===== src/rtl/jpeg_pkg.sv =====
// Shared JPEG marker codes and parser state encoding for the byte-stream front end.
// Constants only: no latency, no flow control.
package jpeg_pkg;

  localparam logic [7:0] MK_FF      = 8'hFF;
  localparam logic [7:0] MK_SOI     = 8'hD8;
  localparam logic [7:0] MK_SOS     = 8'hDA;
  localparam logic [7:0] MK_EOI     = 8'hD9;
  localparam logic [7:0] MK_RST0    = 8'hD0;
  localparam logic [7:0] MK_RST7    = 8'hD7;
  localparam logic [7:0] BYTE_STUFF = 8'h00;

  typedef enum logic [2:0] {
    ST_SEARCH,
    ST_MARK,
    ST_LEN_HI,
    ST_LEN_LO,
    ST_HDR,
    ST_START,
    ST_SCAN
  } parse_state_t;

endpackage


===== src/rtl/ecs_bit_shifter.sv =====
// ECS destuffer + one-byte prefetch + MSB-first bit shifter; a byte reaches o_ecs_bit 2 cycles after acceptance.
// Backpressure: o_ready drops while the prefetch byte is held or after the closing marker until drained.
module ecs_bit_shifter
  import jpeg_pkg::*;
#(
  parameter int CNT_W = 4
) (
  input  logic       i_sysclk,
  input  logic       i_arst,
  input  logic       i_clr,
  input  logic       i_byte_en,
  input  logic [7:0] i_byte,
  output logic       o_ready,
  input  logic       i_re,
  output logic       o_scan_en,
  output logic       o_ecs_bit,
  output logic       o_mark_end
);

  logic [7:0]       sh_q;
  logic [7:0]       buf_q;
  logic             buf_vld_q;
  logic             pend_ff_q;
  logic             ended_q;
  logic [CNT_W-1:0] cnt_q;

  logic             shift;
  logic             load;
  logic             dat_vld;
  logic [7:0]       dat;
  logic             pend_nxt;
  logic             end_nxt;

  assign o_ready    = i_byte_en && !buf_vld_q && !ended_q;
  assign o_scan_en  = (cnt_q != '0);
  assign o_ecs_bit  = o_scan_en & sh_q[7];
  assign o_mark_end = ended_q && !o_scan_en && !buf_vld_q;

  assign shift = i_re && o_scan_en;
  // Reload on the same edge the last bit leaves so back-to-back bytes have no bubble.
  assign load  = buf_vld_q && ((cnt_q == '0) || ((cnt_q == CNT_W'(1)) && shift));

  always_comb begin
    dat_vld  = 1'b0;
    dat      = i_byte;
    pend_nxt = pend_ff_q;
    end_nxt  = 1'b0;
    if (o_ready) begin
      if (pend_ff_q) begin
        if (i_byte == BYTE_STUFF) begin
          dat_vld  = 1'b1;
          dat      = MK_FF;
          pend_nxt = 1'b0;
        end else if (i_byte != MK_FF) begin
          pend_nxt = 1'b0;
          end_nxt  = 1'b1;
        end
      end else if (i_byte == MK_FF) begin
        pend_nxt = 1'b1;
      end else begin
        dat_vld = 1'b1;
      end
    end
  end

  always_ff @(posedge i_sysclk or posedge i_arst) begin
    if (i_arst) begin
      sh_q      <= '0;
      buf_q     <= '0;
      buf_vld_q <= 1'b0;
      pend_ff_q <= 1'b0;
      ended_q   <= 1'b0;
      cnt_q     <= '0;
    end else begin
      if (load) begin
        sh_q  <= buf_q;
        cnt_q <= CNT_W'(8);
      end else if (shift) begin
        sh_q  <= {sh_q[6:0], 1'b0};
        cnt_q <= cnt_q - CNT_W'(1);
      end

      if (dat_vld) begin
        buf_q     <= dat;
        buf_vld_q <= 1'b1;
      end else if (load) begin
        buf_vld_q <= 1'b0;
      end

      if (i_clr) begin
        pend_ff_q <= 1'b0;
        ended_q   <= 1'b0;
      end else begin
        pend_ff_q <= pend_nxt;
        if (end_nxt) ended_q <= 1'b1;
      end
    end
  end

endmodule


===== src/rtl/sos_parser.sv =====
// JPEG front end: finds FFDA, skips the SOS header by its length, then streams destuffed ECS bits MSB-first.
// o_start one cycle after the last header byte; o_ready is combinational and stalls only inside the scan.
module sos_parser
  import jpeg_pkg::*;
#(
  parameter int CNT_W = 4
) (
  input  logic       i_sysclk,
  input  logic       i_arst,
  input  logic       i_byte_en,
  input  logic [7:0] i_byte,
  output logic       o_ready,
  input  logic       i_re,
  output logic       o_start,
  output logic       o_scan_en,
  output logic       o_ecs_bit
);

  parse_state_t state_q;
  logic [7:0]   len_hi_q;
  logic [15:0]  hdr_cnt_q;
  logic         start_q;

  logic         sh_en;
  logic         sh_rdy;
  logic         sh_end;
  logic         take;
  logic [15:0]  ls;

  assign sh_en   = i_byte_en && (state_q == ST_SCAN);
  assign ls      = {len_hi_q, i_byte};
  assign o_start = start_q;

  // Outputs are forced low the instant reset asserts, not at the next edge.
  assign o_ready = !i_arst && ((state_q == ST_SCAN) ? sh_rdy
                                                    : (i_byte_en && (state_q != ST_START)));
  assign take    = o_ready && (state_q != ST_SCAN);

  ecs_bit_shifter #(.CNT_W(CNT_W)) u_shifter (
    .i_sysclk  (i_sysclk),
    .i_arst    (i_arst),
    .i_clr     (start_q),
    .i_byte_en (sh_en),
    .i_byte    (i_byte),
    .o_ready   (sh_rdy),
    .i_re      (i_re),
    .o_scan_en (o_scan_en),
    .o_ecs_bit (o_ecs_bit),
    .o_mark_end(sh_end)
  );

  always_ff @(posedge i_sysclk or posedge i_arst) begin
    if (i_arst) begin
      state_q   <= ST_SEARCH;
      len_hi_q  <= '0;
      hdr_cnt_q <= '0;
      start_q   <= 1'b0;
    end else begin
      start_q <= 1'b0;
      case (state_q)
        ST_SEARCH: if (take && i_byte == MK_FF) state_q <= ST_MARK;
        ST_MARK: if (take) begin
          if (i_byte == MK_SOS)     state_q <= ST_LEN_HI;
          else if (i_byte != MK_FF) state_q <= ST_SEARCH;
        end
        ST_LEN_HI: if (take) begin
          len_hi_q <= i_byte;
          state_q  <= ST_LEN_LO;
        end
        ST_LEN_LO: if (take) begin
          // A length of 2 (or a malformed smaller one) means no header payload.
          if (ls <= 16'd2) begin
            state_q <= ST_START;
            start_q <= 1'b1;
          end else begin
            hdr_cnt_q <= ls - 16'd2;
            state_q   <= ST_HDR;
          end
        end
        ST_HDR: if (take) begin
          if (hdr_cnt_q == 16'd1) begin
            state_q <= ST_START;
            start_q <= 1'b1;
          end
          hdr_cnt_q <= hdr_cnt_q - 16'd1;
        end
        ST_START: state_q <= ST_SCAN;
        ST_SCAN:  if (sh_end) state_q <= ST_SEARCH;
        default:  state_q <= ST_SEARCH;
      endcase
    end
  end

endmodule


===== config.mk =====
export PLATFORM = sky130hd
export DESIGN_NAME = sos_parser
export DESIGN_NICKNAME = d
export VERILOG_FILES = /design/src/rtl/jpeg_pkg.sv /design/src/rtl/ecs_bit_shifter.sv /design/src/rtl/sos_parser.sv
export SDC_FILE = /design/constraint.sdc
export NUM_CORES = 1
export LEC_CHECK = 0
export BUFFER_PORTS_ARGS = -buffer_cell sky130_fd_sc_hd__buf_2
export CORE_MARGIN = 2
export CORE_UTILIZATION = 55
export CTS_CLUSTER_DIAMETER = 50
export CTS_CLUSTER_SIZE = 30
export DETAILED_ROUTE_END_ITERATION = 7
export PLACE_DENSITY = 0.76
export SLEW_MARGIN = 30
export SYNTH_ARGS = -nofsm -noshare
export SYNTH_HDL_FRONTEND = slang
export SYNTH_SLANG_ARGS = --single-unit

===== constraint.sdc =====
create_clock -name i_sysclk -period 2.6 [get_ports i_sysclk]
set_clock_uncertainty 0.2 [all_clocks]
set_input_delay 0.13 -clock i_sysclk [delete_from_list [all_inputs] [get_ports i_sysclk]]
set_output_delay 0.13 -clock i_sysclk [all_outputs]
set_load 0.005 [all_outputs]

==> flow_metrics.tcl, run 1 <==
set metrics [dict create \
    status "finished, final reports clean" \
    antenna_found_initial 0 \
    rr_worst_depth 8 \
    clock-sinks 51 \
    fin_crit_ns 2.390 \
    drt-initial-drc-count 247 \
    max_freq_ghz 0.4184 \
    dpl.hpwl_um 4548 \
    synthTopCellsByCount "dfrtp_1, a21oi_1, nand2_1" \
    insertedDiodeCount 0 \
    initial_utilization_pct 57.76 \
    synth-seq-cells 51 \
    drive_gt1_share_pct 14.73 \
    holdCritPathClass "in2reg" \
    ir_worst_vdd_v 0.0006700 \
    criticalPathCategory "in2reg" \
    synth_area_um2 2988 \
    r2r_start "u_shifter.cnt_q[0]$_DFFE_PP0P_" \
    async_flop_share_pct 100.0 \
    setup-violations-final 0 \
    synth_seq_area_share_pct 42.71 \
    clock-root-buffer "clkbuf_8" \
    num-fill-cells 424 \
    use_met1_pct 34.02 \
    grt_max_degree 52 \
    p_total_mw 3.510 \
    wirelength_um 6611 \
    route.detailed.drc 0 \
    ys.flop_type "dfrtp_1" \
    max-clock-path-buffers 2 \
    use_met3_pct 4.651 \
    hold_viol_final 0 \
    max_cap_violations 0 \
    place.gp.congestion 0.8552 \
    vias 2514 \
    area_growth_pct 12.56 \
    dieWidth_um 77.71 \
    grt_pass1_vias 2323 \
    cts_buffers 5 \
    gr-usage-met2_pct 34.91 \
    slew_viol_final 0 \
    overflow 0 \
    cts_tree "done" \
    detail_route.first_pass.iterations 4 \
    post_cts_buffers 0 \
    max_slew_margin_pct 57.26 \
    grt.busiest_layer "met2" \
    ant_nets 0 \
    synth_area_leader_cell "dfrtp_1" \
    yosysTopAreaCellShare_pct 42.71 \
    cp_data_required_time_ns 2.61 \
    worst_ep_arrival_time_ns 2.40 \
    layout.cells.non_filler 423 \
    clk_latency_ns 0.31 \
    die_h_um 77.71 \
    io_buffer_count 15 \
    syn_inst 328 \
    ios 16 \
    synth_cell_types 53 \
    rows 26 \
    utilization_pct 65.02 \
    fin_nets 369 \
    r2r_end "state_q[0]$_DFFE_PP0P_" \
    worst_slew_pin_slew_ns 0.6412 \
    fin_crit_sh_pct 91.92 \
    critPathLaunchType "input port" \
    hp-start "i_byte_en" \
    holdPathEnd "u_shifter.pend_ff_q$_DFFE_PP0P_" \
    synth_most_common_cell "dfrtp_1" \
    yosys-top-cells-area "dfrtp_1, a21oi_1, o21ai_0" \
    die-area_um2 6038 \
    grt_setup_unrepaired "no" \
    leakage_nw 1.411 \
    h-tree-depth 2 \
    gr-usage-all-layers_pct 23.27 \
    fin_setup_tns_ns 0 \
    min_path_cells 4 \
    viasPerCell 5.943 \
    synth_edf_count 0 \
    syn_nets 345 \
    dp.cells 405 \
    wl_per_cell_um 15.63 \
    coreArea_um2 5172 \
    yosysWarnings 0 \
    clk_pin_slew_worst_paths_ns 0.09 \
    power_density_nw_per_um2 1043 \
    grt_pass1_wl_um 11260 \
    cp_max_fo 7 \
    r2r_slack_ns 0.25 \
    avgSynthCellArea_um2 9.109 \
    crit_path_end_kind "flip-flop" \
]
[placed cells by master (no fill, tap or decap), types with 4 or more instances in the layout]
cell type      synthesis  layout
nand3_1               11      11
xor2_1                 6       6
buf_2                  3      15
o21ai_0               28      28
nand2_1               30      30
o22a_1                 8       8
clkbuf_8               0       5
nor2b_1                4       4
nor3_1                17      17
nand2b_1               7       7
dfrtp_1               51      51
mux2_2                 8       8
mux2i_1                7       7
or4_1                  5       5
nand4_1                5       5
dlygate4sd3_1          0      10
or3_1                  4       4
inv_1                  9       8
ha_1                   5       5
xnor2_1                9       9
nor2_1                25      25
buf_4                  0       7
a21oi_1               31      31
[metal layers]
metal	up-vias	share of wire, %
met4	0	1.1
met2	69	47
met3	9	4.7
met5	-	0
li1	1236	-
met1	1200	47
[metrics by stage]
step / instance area [um2] / hold WS, ns / setup slack (ns)
detailed placement: 3127 / 0.1765 / 0.2785
floorplan: 2988 / 0.05604 / 0.1745
global route: 3363 / 0.07964 / 0.06588
CTS: 3363 / 0.03821 / 0.2351
global placement: 3127 / 0.1657 / 0.3466
finish: 3363 / 0.04243 / 0.2101
[what timing repair did]
action,CTS,global route
hold endpoints to repair,66,0
gates resized for setup,0,0
hold buffers,10,0
endpoints found under the setup margin,0,0
[cell type report]
class | count | area (um2) | share of cell area [%]
Sequential cell | 51 | 1276 | 37.95
Inverter | 9 | 33.78 | 1.004
Clock inverter | 3 | 67.56 | 2.009
Timing Repair Buffer | 32 | 227.7 | 6.771
Clock buffer | 5 | 68.82 | 2.046
Tap cell | 70 | 87.58 | 2.604
Multi-Input combinational cell | 253 | 1602 | 47.62
[worst max-delay path by stage]
stage	from	end	slack (ns)	cells past startpoint
after floorplan	i_arst	state_q[0]$_DFFE_PP0P_	0.17	6
after global placement	u_shifter.cnt_q[0]$_DFFE_PP0P_	state_q[0]$_DFFE_PP0P_	0.35	8
after detailed placement	u_shifter.cnt_q[0]$_DFFE_PP0P_	state_q[0]$_DFFE_PP0P_	0.28	8
after CTS	i_byte[5]	hdr_cnt_q[13]$_DFFE_PP0P_	0.24	8
after global routing	i_byte[1]	hdr_cnt_q[13]$_DFFE_PP0P_	0.07	9
final	i_byte[1]	hdr_cnt_q[13]$_DFFE_PP0P_	0.21	9
[sequential cells by signal (all words and copies together) (netlist names)]
signal               cells
u_shifter.ended_q        1
hdr_cnt_q               16
state_q                  3
u_shifter.cnt_q          4
u_shifter.buf_q          8
u_shifter.pend_ff_q      1
len_hi_q                 8
u_shifter.buf_vld_q      1
o_start                  1
u_shifter.sh_q           8
[worst max-delay path, stage by stage]
cell           delay, ns
dlygate4sd3_1       0.53
buf_2               0.17
inv_1               0.12
ha_1                0.29
nand3_1             0.16
or4_1               0.44
xor2_1              0.23
o22ai_1             0.13
a22o_1              0.18
[logic make-up after synthesis]
family | synth area share (%)
mux | 5.360
buf+inv | 3.685
flops | 42.71
fa+ha+maj | 2.094
compound gates | 19.93
simple gates | 21.82
xor+xnor | 4.397
[power breakdown]
group          leakage, nW  switching [mW]  total, mW  internal (mW)
logic                0.708           0.699       1.32          0.617
clock network       0.0644           0.276      0.660          0.384
registers            0.639           0.381       1.53           1.15
(Power assumes the default switching activity.)
==> inputs of run 2 (changes only) <==
==> constraint.sdc (replaced) <==
create_clock -name i_sysclk -period 2.3 [get_ports i_sysclk]
set_clock_uncertainty 0.2 [all_clocks]
set_input_delay 0.115 -clock i_sysclk [delete_from_list [all_inputs] [get_ports i_sysclk]]
set_output_delay 0.115 -clock i_sysclk [all_outputs]
set_load 0.005 [all_outputs]
==> flow_metrics.tcl, run 2 (synthesis results as in run 1) <==
set metrics [dict create \
    status "finished, final reports clean" \
    largest_register_ffs 16 \
    max_cap_violations 0 \
    grt_pass1_vias 2372 \
    cp_data_required_time_ns 2.31 \
    max-clock-path-buffers 2 \
    clk_pin_slew_worst_paths_ns 0.10 \
    r2r_slack_ns 0.11 \
    fin_crit_ns 2.255 \
    fin_setup_tns_ns 0 \
    critPathLaunchType "input port" \
    crit_path_end_kind "flip-flop" \
    ant_nets 0 \
    io_buffer_count 15 \
    cts_tree "done" \
    fin_nets 381 \
    r2r_start "len_hi_q[3]$_DFFE_PP0P_" \
    grt_max_degree 52 \
    worst_slew_pin_slew_ns 0.6286 \
    h-tree-depth 2 \
    cp_max_fo 5 \
    hold_viol_final 0 \
    gr-usage-all-layers_pct 24.18 \
    dp.cells 416 \
    fin_crit_sh_pct 98.04 \
    dpl.hpwl_um 4825 \
    place.gp.congestion 0.8697 \
    clock-root-buffer "clkbuf_8" \
    regMostFlops "hdr_cnt_q" \
    hp-start "i_byte[4]" \
    worst_ep_arrival_time_ns 2.26 \
    setup-violations-final 0 \
    r2r_end "hdr_cnt_q[15]$_DFFE_PP0P_" \
    antenna_found_initial 0 \
    max_slew_margin_pct 58.09 \
    dieWidth_um 77.71 \
    slew_viol_final 0 \
    die_h_um 77.71 \
    insertedDiodeCount 0 \
    min_path_cells 3 \
    rr_worst_depth 5 \
    coreArea_um2 5172 \
    area_growth_pct 18.17 \
    power_density_nw_per_um2 1137 \
    drive_gt1_share_pct 21.92 \
    ir_worst_vdd_v 0.0007310 \
    ios 16 \
    viasPerCell 5.986 \
    cts_buffers 5 \
    detail_route.first_pass.iterations 4 \
    clock-sinks 51 \
    rows 26 \
    overflow 0 \
    use_met3_pct 3.721 \
    holdPathEnd "u_shifter.buf_q[4]$_DFFE_PP0P_" \
    holdCritPathClass "in2reg" \
    drt-initial-drc-count 223 \
    wirelength_um 6965 \
    use_met1_pct 35.45 \
    leakage_nw 1.481 \
    gr-usage-met2_pct 38.19 \
    die-area_um2 6038 \
    grt.busiest_layer "met2" \
    clk_latency_ns 0.31 \
    max_freq_ghz 0.4435 \
    route.detailed.drc 0 \
    layout_common_cells "dfrtp_1, a21oi_1, nand2_1" \
    wl_per_cell_um 16.01 \
    criticalPathCategory "in2reg" \
    initial_utilization_pct 57.76 \
    vias 2604 \
    mostFrequentLayoutCell "dfrtp_1" \
    grt_pass1_wl_um 11700 \
    layout.cells.non_filler 435 \
]
## run 2: cell types whose count changed in the layout (fill, tap and decap cells not counted), sizes merged
cell,previous run,this run
bufinv,2,0
buf,22,36
dlygate4sd3,10,7
clkinv,0,2
dlymetal6s4s,0,1
## run 2: worst max path at each step
stage	from	to
3_5_place_dp	u_shifter.cnt_q[0]$_DFFE_PP0P_	state_q[0]$_DFFE_PP0P_
6_report	i_byte[6]	hdr_cnt_q[13]$_DFFE_PP0P_
5_1_grt	i_byte[6]	hdr_cnt_q[13]$_DFFE_PP0P_
3_3_place_gp	u_shifter.cnt_q[0]$_DFFE_PP0P_	state_q[0]$_DFFE_PP0P_
2_1_floorplan	u_shifter.cnt_q[0]$_DFFE_PP0P_	state_q[0]$_DFFE_PP0P_
4_1_cts	u_shifter.cnt_q[0]$_DFFE_PP0P_	state_q[0]$_DFFE_PP0P_
## run 2: critical path, stage by stage
cell and delay (ns):
dlygate4sd3_1 0.53, buf_4 0.17, nor4_4 0.28, nand3_2 0.15
or4_4 0.57, xor2_2 0.18, o22ai_2 0.09, a22o_1 0.18
## run 2: repair_timing
item / in CTS / in global routing
hold buffers: 8 / 0
setup buffers: 0 / 3
endpoints found under the hold margin: 64 / 0
setup endpoints to repair: 1 / 13
pin swaps: 0 / 6
gates resized for setup: 1 / 24
## run 2: cell type report
class | instances | area (um2)
clock buffers | 5 | 68.82
clock inverters | 3 | 28.78
fillers | 407 | 1642
inverters | 9 | 37.54
multi-input cells | 253 | 1695
flip-flops and latches | 51 | 1276
well taps | 70 | 87.58
repair buffers | 44 | 336.6
## run 2: where the power goes
part	total (mW)	internal (mW)	switching (mW)	leakage, nW
logic	1.75	0.841	0.906	0.792
registers	1.71	1.30	0.412	0.639
clock network	0.555	0.226	0.329	0.0502
## run 2: through the flow
step           utilization, %  hold slack (ns)  setup WS [ns]  power, mW  area [um2]
2_1_floorplan               -         -0.03203         0.1083      2.821        2992
3_3_place_gp            62.36           0.1792        0.07914      3.253        3226
3_5_place_dp            62.36           0.1772       -0.02091      3.328        3226
4_1_cts                 65.92         0.003873       0.005669      3.902        3410
5_1_grt                 68.26          0.02999       -0.03257      4.302        3531
6_report                68.26         0.007240        0.04509      4.015        3531
## run 2: layer usage
metal / vias up / part of all wire, %
met1: 1260 / 46
met3: 5 / 4.9
met4: 0 / 0.89
met2: 82 / 49
li1: 1257 / -
met5: - / 0
